===== src/rtl/dram_pkg.sv =====
// dram_pkg
// Shared types and timing defaults for the DRAM command generator.
//   cmd_t   : 3-bit DRAM command encoding driven on cmd.
//   req_t   : request fields latched on accept.
//   tRP/tRCD/tRFC : default timing in controller clock cycles.
//   bank_idx() : builds the {rank,BG,bank} open-row table index.
package dram_pkg;

  localparam int ROW_BITS    = 15;
  localparam int COLUMN_BITS = 10;
  localparam int BG_BITS     = 2;
  localparam int BANK_BITS   = 2;
  localparam int IDX_BITS    = 1 + BG_BITS + BANK_BITS;
  localparam int NUM_ENTRIES = 1 << IDX_BITS;
  localparam int CNT_BITS    = 9;

  localparam int tRP  = 16;
  localparam int tRCD = 16;
  localparam int tRFC = 280;

  typedef enum logic [2:0] {
    CMD_NOP  = 3'd0,
    CMD_ACT  = 3'd1,
    CMD_RD   = 3'd2,
    CMD_WR   = 3'd3,
    CMD_PRE  = 3'd4,
    CMD_PREA = 3'd5,
    CMD_REF  = 3'd6
  } cmd_t;

  typedef struct packed {
    logic                   write;
    logic                   rank;
    logic [BG_BITS-1:0]     bg;
    logic [BANK_BITS-1:0]   bank;
    logic [ROW_BITS-1:0]    row;
    logic [COLUMN_BITS-1:0] col;
  } req_t;

  function automatic logic [IDX_BITS-1:0] bank_idx(input logic rank,
                                                   input logic [BG_BITS-1:0] bg,
                                                   input logic [BANK_BITS-1:0] bank);
    return {rank, bg, bank};
  endfunction

endpackage


===== src/rtl/row_table.sv =====
// row_table
// Open-row table: one entry per {rank,BG,bank}, each holding an open bit and
// the currently open row.
//   clk, rst_n          : clock, asynchronous active-low reset (clears open bits)
//   rd_idx              : read address; rd_open/rd_row are registered (valid next cycle)
//   wr_en/wr_idx        : write port; wr_open sets/clears the open bit,
//   wr_open/wr_row        wr_row is stored only when opening
//   clear_all           : clears every open bit (refresh precharge-all)
//   any_open            : at least one entry is open
module row_table
  import dram_pkg::*;
(
  input  logic                clk,
  input  logic                rst_n,
  input  logic [IDX_BITS-1:0] rd_idx,
  output logic                rd_open,
  output logic [ROW_BITS-1:0] rd_row,
  input  logic                wr_en,
  input  logic [IDX_BITS-1:0] wr_idx,
  input  logic                wr_open,
  input  logic [ROW_BITS-1:0] wr_row,
  input  logic                clear_all,
  output logic                any_open
);

  logic [NUM_ENTRIES-1:0] open_reg;
  logic [ROW_BITS-1:0]    row_mem [NUM_ENTRIES];
  logic                   rd_open_reg;
  logic [ROW_BITS-1:0]    rd_row_reg;

  // Open bits live in flops so they can be cleared in one cycle and on reset.
  for (genvar gi = 0; gi < NUM_ENTRIES; gi++) begin : g_open
    always_ff @(posedge clk or negedge rst_n) begin
      if (!rst_n) begin
        open_reg[gi] <= 1'b0;
      end else if (clear_all) begin
        open_reg[gi] <= 1'b0;
      end else if (wr_en && (wr_idx == IDX_BITS'(gi))) begin
        open_reg[gi] <= wr_open;
      end
    end
  end

  // Row storage never needs clearing: an entry's row is only trusted while
  // its open bit is set, so this can map onto RAM.
  always_ff @(posedge clk) begin
    if (wr_en && wr_open) begin
      row_mem[wr_idx] <= wr_row;
    end
    rd_row_reg <= row_mem[rd_idx];
  end

  always_ff @(posedge clk or negedge rst_n) begin
    if (!rst_n) begin
      rd_open_reg <= 1'b0;
    end else begin
      rd_open_reg <= open_reg[rd_idx];
    end
  end

  assign rd_open  = rd_open_reg;
  assign rd_row   = rd_row_reg;
  assign any_open = |open_reg;

endmodule


===== src/rtl/dram_cmd_gen.sv =====
// dram_cmd_gen
// Turns decoded read/write requests into DRAM ACT/PRE/RD/WR commands using an
// open-row table, and runs the refresh sequence (PREA x2, REF x2, tRFC wait).
//   CLK, nRST           : clock, asynchronous active-low reset
//   req_valid/req_ready : request handshake; req_* fields latched on accept
//   ref_req / ref_done  : refresh request (level) / completion pulse
//   cmd_valid, cmd, cmd_rank, cmd_BG, cmd_bank, cmd_row, cmd_col : command bus
//   req_done            : pulses with the RD/WR that completes a request
module dram_cmd_gen
  import dram_pkg::*;
#(
  parameter int tRP  = dram_pkg::tRP,
  parameter int tRCD = dram_pkg::tRCD,
  parameter int tRFC = dram_pkg::tRFC
) (
  input  logic                   CLK,
  input  logic                   nRST,
  input  logic                   req_valid,
  output logic                   req_ready,
  input  logic                   req_write,
  input  logic                   req_rank,
  input  logic [BG_BITS-1:0]     req_BG,
  input  logic [BANK_BITS-1:0]   req_bank,
  input  logic [ROW_BITS-1:0]    req_row,
  input  logic [COLUMN_BITS-1:0] req_col,
  input  logic                   ref_req,
  output logic                   ref_done,
  output logic                   cmd_valid,
  output cmd_t                   cmd,
  output logic                   cmd_rank,
  output logic [BG_BITS-1:0]     cmd_BG,
  output logic [BANK_BITS-1:0]   cmd_bank,
  output logic [ROW_BITS-1:0]    cmd_row,
  output logic [COLUMN_BITS-1:0] cmd_col,
  output logic                   req_done
);

  localparam logic [3:0] ST_IDLE         = 4'd0;
  localparam logic [3:0] ST_CHECK        = 4'd1;
  localparam logic [3:0] ST_PRE          = 4'd2;
  localparam logic [3:0] ST_WAIT_RP      = 4'd3;
  localparam logic [3:0] ST_ACT          = 4'd4;
  localparam logic [3:0] ST_WAIT_RCD     = 4'd5;
  localparam logic [3:0] ST_RW           = 4'd6;
  localparam logic [3:0] ST_REF_PREA     = 4'd7;
  localparam logic [3:0] ST_REF_WAIT_RP  = 4'd8;
  localparam logic [3:0] ST_REF          = 4'd9;
  localparam logic [3:0] ST_REF_WAIT_RFC = 4'd10;

  localparam logic [CNT_BITS-1:0] RP_LOAD  = CNT_BITS'(tRP - 1);
  localparam logic [CNT_BITS-1:0] RCD_LOAD = CNT_BITS'(tRCD - 1);
  localparam logic [CNT_BITS-1:0] RFC_LOAD = CNT_BITS'(tRFC - 1);

  logic [3:0]          state_reg, state_next;
  logic [CNT_BITS-1:0] cnt_reg, cnt_next;
  logic                phase_reg, phase_next;   // rank select for the paired PREA/REF cycles
  req_t                req_reg, req_next;

  logic                accept;
  logic                tbl_rd_open;
  logic [ROW_BITS-1:0] tbl_rd_row;
  logic                tbl_any_open;
  logic [IDX_BITS-1:0] tbl_rd_idx;
  logic [IDX_BITS-1:0] cur_idx;
  logic                tbl_wr_en;
  logic                tbl_clear_all;

  assign req_ready = nRST && (state_reg == ST_IDLE) && !ref_req;
  assign accept    = req_valid && req_ready;
  assign cur_idx   = bank_idx(req_reg.rank, req_reg.bg, req_reg.bank);

  // Look up the incoming request while idle so the registered table read is
  // ready exactly when CHECK needs it.
  assign tbl_rd_idx    = (state_reg == ST_IDLE) ? bank_idx(req_rank, req_BG, req_bank) : cur_idx;
  assign tbl_wr_en     = (state_reg == ST_PRE) || (state_reg == ST_ACT);
  assign tbl_clear_all = (state_reg == ST_REF_PREA);

  row_table u_row_table (
    .clk       (CLK),
    .rst_n     (nRST),
    .rd_idx    (tbl_rd_idx),
    .rd_open   (tbl_rd_open),
    .rd_row    (tbl_rd_row),
    .wr_en     (tbl_wr_en),
    .wr_idx    (cur_idx),
    .wr_open   (state_reg == ST_ACT),
    .wr_row    (req_reg.row),
    .clear_all (tbl_clear_all),
    .any_open  (tbl_any_open)
  );

  // Next-state logic. The shared counter is loaded when the timed command is
  // issued (PRE, ACT, last PREA) so the following command lands exactly
  // tRP/tRCD cycles later; REF_WAIT_RFC itself lasts tRFC cycles.
  always_comb begin
    state_next = state_reg;
    cnt_next   = (cnt_reg != '0) ? cnt_reg - CNT_BITS'(1) : '0;
    phase_next = phase_reg;
    req_next   = req_reg;

    case (state_reg)
      ST_IDLE: begin
        phase_next = 1'b0;
        if (ref_req) begin
          state_next = tbl_any_open ? ST_REF_PREA : ST_REF;
        end else if (accept) begin
          req_next.write = req_write;
          req_next.rank  = req_rank;
          req_next.bg    = req_BG;
          req_next.bank  = req_bank;
          req_next.row   = req_row;
          req_next.col   = req_col;
          state_next     = ST_CHECK;
        end
      end
      ST_CHECK: begin
        if (tbl_rd_open && (tbl_rd_row == req_reg.row)) begin
          state_next = ST_RW;
        end else if (tbl_rd_open) begin
          state_next = ST_PRE;
          cnt_next   = RP_LOAD;
        end else begin
          state_next = ST_ACT;
          cnt_next   = RCD_LOAD;
        end
      end
      ST_PRE:     state_next = ST_WAIT_RP;
      ST_WAIT_RP: begin
        if (cnt_reg == '0) begin
          state_next = ST_ACT;
          cnt_next   = RCD_LOAD;
        end
      end
      ST_ACT:      state_next = ST_WAIT_RCD;
      ST_WAIT_RCD: begin
        if (cnt_reg == '0) begin
          state_next = ST_RW;
        end
      end
      ST_RW:       state_next = ST_IDLE;
      ST_REF_PREA: begin
        if (!phase_reg) begin
          phase_next = 1'b1;
          cnt_next   = RP_LOAD;
        end else begin
          phase_next = 1'b0;
          state_next = ST_REF_WAIT_RP;
        end
      end
      ST_REF_WAIT_RP: begin
        if (cnt_reg == '0) begin
          state_next = ST_REF;
          phase_next = 1'b0;
        end
      end
      ST_REF: begin
        if (!phase_reg) begin
          phase_next = 1'b1;
        end else begin
          phase_next = 1'b0;
          state_next = ST_REF_WAIT_RFC;
          cnt_next   = RFC_LOAD;
        end
      end
      ST_REF_WAIT_RFC: begin
        if (cnt_reg == '0) begin
          state_next = ST_IDLE;
        end
      end
      default: state_next = ST_IDLE;
    endcase
  end

  always_ff @(posedge CLK or negedge nRST) begin
    if (!nRST) begin
      state_reg <= ST_IDLE;
      cnt_reg   <= '0;
      phase_reg <= 1'b0;
      req_reg   <= '0;
    end else begin
      state_reg <= state_next;
      cnt_reg   <= cnt_next;
      phase_reg <= phase_next;
      req_reg   <= req_next;
    end
  end

  // Command bus is a pure function of state; address fields stay 0 on NOP.
  always_comb begin
    cmd_valid = 1'b0;
    cmd       = CMD_NOP;
    cmd_rank  = 1'b0;
    cmd_BG    = '0;
    cmd_bank  = '0;
    cmd_row   = '0;
    cmd_col   = '0;
    case (state_reg)
      ST_PRE: begin
        cmd_valid = 1'b1;
        cmd       = CMD_PRE;
        cmd_rank  = req_reg.rank;
        cmd_BG    = req_reg.bg;
        cmd_bank  = req_reg.bank;
      end
      ST_ACT: begin
        cmd_valid = 1'b1;
        cmd       = CMD_ACT;
        cmd_rank  = req_reg.rank;
        cmd_BG    = req_reg.bg;
        cmd_bank  = req_reg.bank;
        cmd_row   = req_reg.row;
      end
      ST_RW: begin
        cmd_valid = 1'b1;
        cmd       = req_reg.write ? CMD_WR : CMD_RD;
        cmd_rank  = req_reg.rank;
        cmd_BG    = req_reg.bg;
        cmd_bank  = req_reg.bank;
        cmd_col   = req_reg.col;
      end
      ST_REF_PREA: begin
        cmd_valid = 1'b1;
        cmd       = CMD_PREA;
        cmd_rank  = phase_reg;
      end
      ST_REF: begin
        cmd_valid = 1'b1;
        cmd       = CMD_REF;
        cmd_rank  = phase_reg;
      end
      default: ;
    endcase
  end

  assign req_done = (state_reg == ST_RW);
  assign ref_done = (state_reg == ST_REF_WAIT_RFC) && (cnt_reg == '0);

endmodule


===== config.mk =====
export PLATFORM = sky130hd
export DESIGN_NAME = dram_cmd_gen
export DESIGN_NICKNAME = d
export VERILOG_FILES = /design/src/rtl/dram_pkg.sv /design/src/rtl/row_table.sv /design/src/rtl/dram_cmd_gen.sv
export SDC_FILE = /design/constraint.sdc
export NUM_CORES = 1
export LEC_CHECK = 0
export ABC_CLOCK_PERIOD_IN_PS = 2800
export CORE_MARGIN = 1
export CORE_UTILIZATION = 48
export CTS_BUF_LIST = sky130_fd_sc_hd__clkbuf_4 sky130_fd_sc_hd__clkbuf_8
export CTS_CLUSTER_SIZE = 30
export DETAILED_ROUTE_END_ITERATION = 8
export SETUP_SLACK_MARGIN = 0.2
export SLEW_MARGIN = 20
export SYNTH_ARGS = -nofsm -noshare
export SYNTH_HDL_FRONTEND = slang
export SYNTH_SLANG_ARGS = --single-unit

===== constraint.sdc =====
create_clock -name CLK -period 2.8 [get_ports CLK]
set_clock_uncertainty 0.2 [all_clocks]
set_input_delay 0.56 -clock CLK [delete_from_list [all_inputs] [get_ports CLK]]
set_output_delay 0.56 -clock CLK [all_outputs]
set_load 0.02 [all_outputs]

==> insert_results.sql <==
INSERT INTO impl_metrics (metric_group, metric, value, unit) VALUES
('status', 'run_status', 'finished with violations', ''),
('status', 'failed_checks', 'negative setup slack', ''),
('setup_path', 'worst_ep_required_time', '2.04', 'ns'),
('timing', 'setup_viol_count_final', '33', ''),
('clock_tree', 'clockRootBuffer', 'clkbuf_8', ''),
('clock_tree', 'cts_made_buffers', '93', ''),
('drt', 'viasPerCell', '5.86', ''),
('placement', 'portBuffers', '71', ''),
('placement', 'dp_hpwl', '41200', 'um'),
('global_route', 'grt_max_degree', '48', ''),
('floorplan', 'rows', '80', ''),
('floorplan', 'chipHeight', '222', 'um'),
('setup_path', 'critPathCaptureType', 'output pin', ''),
('setup_path', 'cp_cell_sequence', 'buf_4 -> buf_12 -> nor2b_4 -> buf_4 -> a22oi_2 -> o22ai_2 -> buf_6', ''),
('drt', 'routed_wire_length_per_instance', '25.5', 'um'),
('power', 'combPwrFrac', '53.0', '%'),
('setup_path', 'timing.critical_path.slowest_cell_delay', '0.43', 'ns'),
('layout', 'areaGrowthSynthToFinish', '36.4', '%'),
('layout', 'final-seq-area', '16700', 'um2'),
('setup_path', 'critical_path.n_buffers_inverters', '4', ''),
('clock_tree', 'clk_latency', '0.68', 'ns'),
('global_route', 'grtUsageTotal', '29.2', '%'),
('synth', 'synth_top_family_by_area', 'simple AND/OR/NAND/NOR gates', ''),
('setup_path', 'r2r_setup_slack', '-0.07', 'ns'),
('setup_path', 'path_common_cell', 'buf_4', ''),
('power', 'totalPowerFinal', '40.4', 'mW'),
('global_route', 'grt_overflow_total', '0', ''),
('synth', 'syn-cell-area', '23300', 'um2'),
('synth', 'netlist_instances', '1759', ''),
('synth', 'syn_area_per_cell', '13.2', 'um2'),
('clock_tree', 'clock_sink_count', '573', ''),
('floorplan', 'die_area', '49400', 'um2'),
('synth', 'synth_enable_flop_cells', '480', ''),
('synth', 'synthAdderAreaFrac', '0.0967', '%'),
('timing', 'share_of_the_cycle_needed_by_the_critical_path_after_routing', '103', '%'),
('placement', 'place.gp.congestion', '0.869', ''),
('power', 'total_switching_power', '15.5', 'mW'),
('power', 'seq_power_share', '29.1', '%'),
('timing', 'maxSlewHeadroom', '57.4', '%'),
('synth', 'synth_top_flop_cell', 'edfxtp_1', ''),
('setup_path', 'startpoint_type', 'register', ''),
('power', 'p_leak', '11.6', 'nW'),
('timing', 'maxClockFrequency', '348', 'MHz'),
('layout', 'final_cell_count_no_fill', '2871', ''),
('setup_path', 'critical_path.max_fanout', '7', ''),
('drt', 'detail_route.drc_violations', '0', ''),
('drt', 'totalWireLength', '73300', 'um'),
('timing', 'final_critical_path_setup_slack', '-0.0732', 'ns'),
('setup_path', 'cp-startpoint', 'state_reg[0]', ''),
('timing', 'grt_setup_unrepaired', 'true', ''),
('synth', 'synth.area.mux_share', '4.74', '%'),
('placement', 'dp_cells', '2559', ''),
('synth', 'synth.distinct_cells', '48', ''),
('power', 'p_clk_share', '17.9', '%'),
('layout', 'share_of_cells_above_drive_strength_1', '33.9', '%'),
('power', 'vdd.ir_drop.worst', '0.699', 'mV'),
('setup_path', 'timing.critical_path.depth', '7', ''),
('clock_tree', 'clock_path_buffers', '3', ''),
('setup_path', 'setup.worst_path.end', 'cmd_rank', ''),
('setup_path', 'timing.reg2reg.worst_path_depth', '11', ''),
('timing', 'timing.hold.ws', '0.289', 'ns'),
('timing', 'tightestPinTransition', '0.632', 'ns'),
('synth', 'synth_compound_gate_area_share', '7.13', '%'),
('global_route', 'number_of_antenna_violations_at_the_first_check_in_global_routing', '2', ''),
('run', 'drv_cap', '0', ''),
('setup_path', 'slowest_stage', 'dfrtp_2', ''),
('setup_path', 'rr_startpoint', 'state_reg[0]', ''),
('drt', 'final_antenna_net_count', '0', ''),
('power', 'intPower', '24.9', 'mW'),
('floorplan', 'floorplan.die.width', '222', 'um'),
('power', 'power-per-cell-area', '1270', 'nW/um2');
-- worst min path at each step --
stage          slack, ns  cells after the start       start     endpoint
3_3_place_gp        0.28                      1  req_reg[2]   req_reg[2]
2_1_floorplan       0.06                      0        nRST   cnt_reg[0]
6_report            0.29                      2  req_row[6]  req_reg[16]
5_1_grt             0.25                      2  req_row[6]  req_reg[16]
3_5_place_dp        0.29                      1  req_reg[1]   req_reg[1]
4_1_cts             0.24                      2  req_row[6]  req_reg[16]
-- cells by family after synthesis --
logic type,Yosys count
xor gates and xnor gates,22
AOI/OAI and AO/OA,238
DFF,573
buffers and inverters,115
adders and majority gates,2
muxes,105
and+or+nand+nor,704
-- per-stage QoR --
stage	setup TNS (ns)	utilization [%]	cell area (um2)	setup WS [ns]
after CTS	-0.124	64.4	30800	-0.0627
after global routing	-4.70	66.4	31800	-0.170
after detailed placement	-2.67	55.8	26700	-0.250
after floorplan	0	-	23300	0.248
after global placement	-2.37	55.8	26700	-0.241
final	-0.989	66.4	31800	-0.0732
-- cell usage in the layout, fill, tap and decap left out, types with 38 or more instances in the layout --
| cell type | instances |
|---|---|
| nor2_1 | 49 |
| dfrtp_1 | 74 |
| buf_12 | 77 |
| edfxtp_1 | 480 |
| mux2i_1 | 66 |
| buf_4 | 203 |
| clkbuf_8 | 104 |
| buf_6 | 79 |
| o21ai_0 | 42 |
| nand2_1 | 399 |
| a31oi_1 | 38 |
| a32oi_1 | 42 |
| nand3_1 | 125 |
-- Yosys cell counts (15+ instances only) --
library cell / count / share of area (%)
o211ai_1: 32 / 1.0
o21ai_0: 46 / 0.99
clkbuf_1: 34 / 0.55
a32oi_1: 65 / 2.4
xnor2_1: 17 / 0.64
mux2_2: 36 / 1.7
nor2_1: 55 / 0.89
nand3_1: 142 / 3.0
dfxtp_1: 15 / 1.3
and3_1: 27 / 0.72
buf_2: 64 / 1.4
nor4_1: 25 / 0.67
edfxtp_1: 480 / 62
mux2i_1: 67 / 2.9
a31oi_1: 65 / 1.7
nand2_1: 411 / 6.6
dfrtp_1: 78 / 8.4
-- area by class of cell --
cell class | instances | area share [%]
inverter | 4 | 0.0472
clock buffer | 139 | 5.33
tap | 615 | 2.42
antenna | 2 | 0.0157
timing repair buffer | 433 | 16.6
sequential | 573 | 52.4
multi-input combinational | 1071 | 22.6
clock inverter | 34 | 0.583
-- power groups by stage --
stage | combinational, mW | sequential (mW) | clock (mW)
floorplan | 7.20 | 12.0 | 0
global placement | 14.4 | 11.9 | 0
detailed placement | 14.6 | 11.9 | 0
CTS | 19.0 | 11.7 | 7.33
global route | 22.5 | 11.8 | 7.67
finish | 21.4 | 11.8 | 7.23
-- worst register-to-register path, stage by stage (launching register included) --
cell and delay, ns:
dfrtp_2 0.43, buf_6 0.12, o41a_1 0.45, a21oi_4 0.29
buf_12 0.16, buf_16 0.15, buf_8 0.15, nand2_2 0.08
a32oi_2 0.24, a31oi_2 0.13, nor4_1 0.27, buf_4 0.15
-- per-layer routing --
| metal | wire [um] | global-route usage, % | share of wire [%] |
|---|---|---|---|
| met1 | 29700 | 39.0 | 40 |
| met2 | 34600 | 46.0 | 47 |
| met3 | 6000 | 6.86 | 8.2 |
| met4 | 3080 | 11.9 | 4.2 |
| met5 | 0 | 0 | 0 |
-- timing repair --
action | CTS | global route
resized for setup | 434 | 98
pin swaps | 95 | 50
setup buffers | 78 | 27
endpoints found under the setup margin | 56 | 63
gates cloned | 22 | 9
endpoints found under the hold margin | 78 | 0
hold buffers | 1 | 0
Note: power is estimated with default switching activity, not from simulation.
